<file path="src/rtl/exu_pkg.sv">
// Shared constants for the execute-unit ALU control stage: select codes,
// main-control aluop classes and the control FSM state encoding.
package exu_pkg;

    localparam int unsigned ALU_CODE_W = 5;

    localparam logic [ALU_CODE_W-1:0] ALU_AND     = 5'h00;
    localparam logic [ALU_CODE_W-1:0] ALU_OR      = 5'h01;
    localparam logic [ALU_CODE_W-1:0] ALU_ADD     = 5'h02;
    localparam logic [ALU_CODE_W-1:0] ALU_XOR     = 5'h03;
    localparam logic [ALU_CODE_W-1:0] ALU_SLL     = 5'h04;
    localparam logic [ALU_CODE_W-1:0] ALU_SRL     = 5'h05;
    localparam logic [ALU_CODE_W-1:0] ALU_SUB     = 5'h06;
    localparam logic [ALU_CODE_W-1:0] ALU_SRA     = 5'h07;
    localparam logic [ALU_CODE_W-1:0] ALU_SLT     = 5'h08;
    localparam logic [ALU_CODE_W-1:0] ALU_SLTU    = 5'h09;
    localparam logic [ALU_CODE_W-1:0] ALU_MD_BASE = 5'h10;
    localparam logic [ALU_CODE_W-1:0] ALU_ILLEGAL = 5'h1F;

    localparam logic [1:0] ALUOP_ADD   = 2'b00;
    localparam logic [1:0] ALUOP_SUB   = 2'b01;
    localparam logic [1:0] ALUOP_RTYPE = 2'b10;

    typedef enum logic [1:0] {
        ST_IDLE = 2'd0,
        ST_RUN  = 2'd1,
        ST_OUT  = 2'd2
    } state_t;

endpackage

</file>
<file path="src/rtl/exu_decode.sv">
// Combinational ALU-select decode from {aluop, funct3, funct7_5, funct7_0}.
// M-extension decode is present only when EXU_MULDIV_EN is defined.
module exu_decode
    import exu_pkg::*;
#(
    parameter int unsigned SEL_W = 5
) (
    input  logic [1:0]       i_aluop,
    input  logic [2:0]       i_funct3,
    input  logic             i_funct7_5,
    input  logic             i_funct7_0,
    output logic [SEL_W-1:0] o_alu_sel,
    output logic             o_illegal
`ifdef EXU_MULDIV_EN
    ,
    output logic             o_is_md
`endif
);

    logic [ALU_CODE_W-1:0] w_code;
    logic                  w_illegal;
    logic                  w_is_md;

    always_comb begin
        w_code    = ALU_ILLEGAL;
        w_illegal = 1'b1;
        w_is_md   = 1'b0;
        if (i_aluop[0]) begin
            w_code    = ALU_SUB;
            w_illegal = 1'b0;
        end else if (i_aluop == ALUOP_ADD) begin
            w_code    = ALU_ADD;
            w_illegal = 1'b0;
        end else if (i_funct7_0) begin
`ifdef EXU_MULDIV_EN
            w_code    = ALU_MD_BASE | ALU_CODE_W'(i_funct3);
            w_illegal = 1'b0;
            w_is_md   = 1'b1;
`endif
        end else begin
            w_illegal = 1'b0;
            case ({i_funct7_5, i_funct3})
                4'b0000: w_code = ALU_ADD;
                4'b1000: w_code = ALU_SUB;
                4'b0111: w_code = ALU_AND;
                4'b0110: w_code = ALU_OR;
                4'b0100: w_code = ALU_XOR;
                4'b0001: w_code = ALU_SLL;
                4'b0101: w_code = ALU_SRL;
                4'b1101: w_code = ALU_SRA;
                4'b0010: w_code = ALU_SLT;
                4'b0011: w_code = ALU_SLTU;
                default: begin
                    w_code    = ALU_ILLEGAL;
                    w_illegal = 1'b1;
                end
            endcase
        end
    end

    // Illegal ops drive every select bit high regardless of SEL_W.
    assign o_alu_sel = w_illegal ? {SEL_W{1'b1}} : SEL_W'(w_code);
    assign o_illegal = w_illegal;
`ifdef EXU_MULDIV_EN
    assign o_is_md = w_is_md;
`else
    logic w_unused_md;
    assign w_unused_md = w_is_md;
`endif

endmodule

</file>
<file path="src/rtl/exu_ctrl.sv">
// Registered, handshaked ALU-control stage. Iterative mul/div sequencing
// (RUN state, cycle counter, md_start/md_busy) exists only with EXU_MULDIV_EN.
module exu_ctrl
    import exu_pkg::*;
#(
    parameter int unsigned SEL_W     = 5,
    parameter int unsigned MD_CYCLES = 32
) (
    input  logic             clk,
    input  logic             rst,
    input  logic             flush,
    input  logic             in_valid,
    output logic             in_ready,
    input  logic [1:0]       aluop,
    input  logic [2:0]       funct3,
    input  logic             funct7_5,
    input  logic             funct7_0,
    output logic             out_valid,
    input  logic             out_ready,
    output logic [SEL_W-1:0] alu_sel,
    output logic             illegal,
    output logic             md_start,
    output logic             md_busy
);

    localparam int unsigned CNT_W = (MD_CYCLES > 1) ? $clog2(MD_CYCLES) : 1;

    state_t           r_state;
    state_t           w_next;
    state_t           w_accept_tgt;
    logic             w_accept;
    logic [SEL_W-1:0] w_dec_sel;
    logic             w_dec_ill;
    logic             w_dec_md;

`ifdef EXU_MULDIV_EN
    logic [CNT_W-1:0] r_cnt;

    exu_decode #(.SEL_W(SEL_W)) u_decode (
        .i_aluop    (aluop),
        .i_funct3   (funct3),
        .i_funct7_5 (funct7_5),
        .i_funct7_0 (funct7_0),
        .o_alu_sel  (w_dec_sel),
        .o_illegal  (w_dec_ill),
        .o_is_md    (w_dec_md)
    );
    assign w_accept_tgt = w_dec_md ? ST_RUN : ST_OUT;
`else
    exu_decode #(.SEL_W(SEL_W)) u_decode (
        .i_aluop    (aluop),
        .i_funct3   (funct3),
        .i_funct7_5 (funct7_5),
        .i_funct7_0 (funct7_0),
        .o_alu_sel  (w_dec_sel),
        .o_illegal  (w_dec_ill)
    );
    assign w_dec_md     = 1'b0;
    assign w_accept_tgt = ST_OUT;
`endif

    // Ready depends on downstream only while holding a result.
    assign in_ready = (r_state == ST_IDLE) || ((r_state == ST_OUT) && out_ready);
    assign w_accept = in_valid && in_ready && !flush;

    always_ff @(posedge clk or posedge rst) begin
        if (rst) begin
            r_state <= ST_IDLE;
        end else begin
            r_state <= w_next;
        end
    end

    always_comb begin
        w_next = r_state;
        if (flush) begin
            w_next = ST_IDLE;
        end else begin
            case (r_state)
                ST_IDLE: begin
                    if (w_accept) w_next = w_accept_tgt;
                end
                ST_OUT: begin
                    if (w_accept)       w_next = w_accept_tgt;
                    else if (out_ready) w_next = ST_IDLE;
                end
`ifdef EXU_MULDIV_EN
                ST_RUN: begin
                    if (r_cnt == '0) w_next = ST_OUT;
                end
`endif
                default: w_next = ST_IDLE;
            endcase
        end
    end

    // Select and illegal flag change only on accept so they hold under stall.
    always_ff @(posedge clk or posedge rst) begin
        if (rst) begin
            out_valid <= 1'b0;
            alu_sel   <= '0;
            illegal   <= 1'b0;
        end else begin
            out_valid <= (w_next == ST_OUT);
            if (w_accept) begin
                alu_sel <= w_dec_sel;
                illegal <= w_dec_ill;
            end
        end
    end

`ifdef EXU_MULDIV_EN
    always_ff @(posedge clk or posedge rst) begin
        if (rst) begin
            md_start <= 1'b0;
            md_busy  <= 1'b0;
            r_cnt    <= '0;
        end else begin
            md_start <= w_accept && w_dec_md;
            md_busy  <= (w_next == ST_RUN);
            if (flush) begin
                r_cnt <= '0;
            end else if (w_accept && w_dec_md) begin
                r_cnt <= CNT_W'(MD_CYCLES - 1);
            end else if ((r_state == ST_RUN) && (r_cnt != '0)) begin
                r_cnt <= r_cnt - 1'b1;
            end
        end
    end
`else
    assign md_start = 1'b0;
    assign md_busy  = 1'b0;
`endif

endmodule

</file>
<file path="config.mk">
export PLATFORM = sky130hd
export DESIGN_NAME = exu_ctrl
export DESIGN_NICKNAME = d
export VERILOG_FILES = /design/src/rtl/exu_pkg.sv /design/src/rtl/exu_decode.sv /design/src/rtl/exu_ctrl.sv
export SDC_FILE = /design/constraint.sdc
export NUM_CORES = 1
export LEC_CHECK = 0
export ABC_AREA = 1
export CORE_MARGIN = 2
export CORE_UTILIZATION = 24
export DETAILED_ROUTE_END_ITERATION = 6
export PLACE_DENSITY = 0.57
export SLEW_MARGIN = 20
export SYNTH_ARGS = -nofsm -noshare
export SYNTH_HDL_FRONTEND = slang
export SYNTH_SLANG_ARGS = --single-unit
</file>
<file path="constraint.sdc">
create_clock -name clk -period 1.1 [get_ports clk]
set_input_delay 0.165 -clock clk [delete_from_list [all_inputs] [get_ports clk]]
set_output_delay 0.165 -clock clk [all_outputs]
set_load 0.05 [all_outputs]
</file>
==> results.cfg <==
[floorplan]
row_count = 16
die_area_um2 = 2390
coreArea_um2 = 1920
start_util = 0.252
boundaryPins = 22
dieWidth_um = 48.9
die_h_um = 48.9

[sta]
hold_viol = 0
whs_ns = 0.157
slew_violations = 0
worst_slack_ns = -0.0668
fin_skew_ns = 0.00617
fin_tns_setup_ns = -0.134
rsz0062_at_grt = yes
fin_crit_sh = 1.06
fmax_ghz = 0.857
min_period_ns = 1.17
setup_viol = 6

[drt]
drc_errors = 0
viasPerCell = 3.89
wl_mm = 1.06
drt_first_pass_iters = 4
wl_per_cell_um = 8.71
drt_iter0_markers = 6
drtAntennaViolNets = 0
vias = 475

[setup_path]
cp_slowest_cell = dfrtp_1
r2r_end = illegal$_DFFE_PP0P_
startpoint = r_state[0]$_DFF_PP0_
endpoint_kind = primary output
worstSetupEndpoint = in_ready
crit_arrival_ns = 1.00
reg2reg_depth = 6
path_cells = buf_6, nor2_4, buf_12
slowest_delay_ns = 0.38
crit_path_start_kind = register
reg2reg_slack_ns = -0.03
r2r_start = r_state[0]$_DFF_PP0_
worstSetupPathType = reg2out
crit_fanout = 2
worstPathRequired_ns = 0.94

[worst_hold_path]
hp-class = in2async

[synth]
synth_area_leader_cell = dfrtp_1
netlist.area_leader.share = 0.465
synth_cell_types = 14
synth_area_per_cell_um2 = 7.81
synthFlopType = dfrtp_1
yosys.cell_count.top_type = nand2_1
synthArstFlopShare = 1.00
ys_top_cells_by_area = dfrtp_1, nand2_1, inv_1
synth_area_um2 = 484
synth_edf_count = 0
yosys_warnings = 0
syn_inst = 62
yosys-top-cells-count = nand2_1, dfrtp_1, inv_1
yosysSeqAreaShare = 0.465
yosys_register_bits = 9

[clocking]
clk_pin_slew_ns = 0.06
cts_tree = yes
clockRootBuffer = clkbuf_4
htreeDepth = 1
clock_latency_ns = 0.26
clock_sinks = 9
clk_path_buf_depth = 2
cts_buffers = 3

[finish]
multiInputGateArea_um2 = 239
seq_area_um2 = 225
final_cells = 122
nFillCells = 196
layout-drive-gt1-share = 0.316
final_util = 0.471
area_delta_synth_final_pct = 87.1
nNetsFinal = 108
n_antenna_cell = 0

[outcome]
violations = setup timing
status = complete, but fails checks

[power]
peakVddDrop_v = 0.000740
cellLeakagePower_uw = 0.000456
p_per_area_nw_per_um2 = 1160

[flow_run]
max_cap_violations = 0

[global_routing]
grt-ovfl-total = 0
grt_use_total = 0.105
antenna_found_initial = 0
grt_pass1_wl_mm = 1.88
grt_pass1_vias = 442
grt_max_degree = 10

[place]
io_buffers = 19
gp_congestion = 0.737
dp_slack_ns = -0.220
placedCellCount = 113
dp_hpwl_um = 884
[layer usage]
layer  wire length [µm]  vias to the layer above  share of wire  global-route usage
met5                  0                        -              0                   0
met2                547                       11           0.51               0.164
li1                   -                      253              -                   -
met4                  0                        0              0              0.0571
met3                 56                        0          0.053              0.0429
met1                460                      211           0.43               0.121
[where the power goes]
group,internal [µW],switching (µW)
logic,199,207
clock network,139,107
registers,363,33.1
total,701,347
[worst max-delay path, delay by kind of cell (launching register included)]
family | cells | cell delay [ns]
DFF | 1 | 0.38
and+or+nand+nor | 1 | 0.11
buffers and inverters | 2 | 0.26
[through the flow]
stage | area (µm²) | power [µW]
6_report | 906 | 1050
5_1_grt | 906 | 1100
4_1_cts | 876 | 1060
3_5_place_dp | 826 | 797
3_3_place_gp | 826 | 793
2_1_floorplan | 499 | 582
[state kept, by name, indices dropped and copies added, names as in the netlist]
register,flops
illegal,1
out_valid,1
r_state,2
alu_sel,5
[kinds of logic after synthesis]
family	Yosys count	share of synthesized area
flops	9	0.465
buf+inv	11	0.101
compound gates	7	0.0878
simple gates	34	0.339
other cells	1	0.00774
[placed cells by master (no fill, tap or decap), drive strengths merged]
| cell | n |
|---|---|
| a21oi | 3 |
| nand3b | 1 |
| dfrtp | 9 |
| conb | 3 |
| o21ai | 1 |
| clkdlybuf4s50 | 10 |
| nand3 | 4 |
| clkbuf | 4 |
| inv | 9 |
| a21boi | 1 |
| nor2 | 5 |
| buf | 18 |
| o21a | 2 |
| nand2 | 24 |
| dlygate4sd2 | 1 |
[what timing repair did]
item	CTS	global route
gates cloned	0	0
setup buffers	3	2
gates resized for setup	4	5
setup endpoints to repair	1	6
hold buffers	0	0
pin swaps	3	4
[cell type report]
class                      count  share of cell area
timing repair buffer          29               0.384
sequential                     9               0.249
multi-input combinational     44               0.264
tap                           27              0.0373
inverter                       9              0.0373
clock buffer                   4              0.0290
[worst min-delay path by stage]
stage / start / endpoint / slack, ns
floorplan: rst / alu_sel[0]$_DFFE_PP0P_ / -0.007
global placement: rst / r_state[1]$_DFF_PP0_ / 0.45
detailed placement: rst / r_state[1]$_DFF_PP0_ / 0.44
CTS: rst / r_state[1]$_DFF_PP0_ / 0.16
global route: rst / out_valid$_DFF_PP0_ / 0.19
finish: rst / r_state[1]$_DFF_PP0_ / 0.16
No activity file was read; power rests on OpenSTA's default activity.
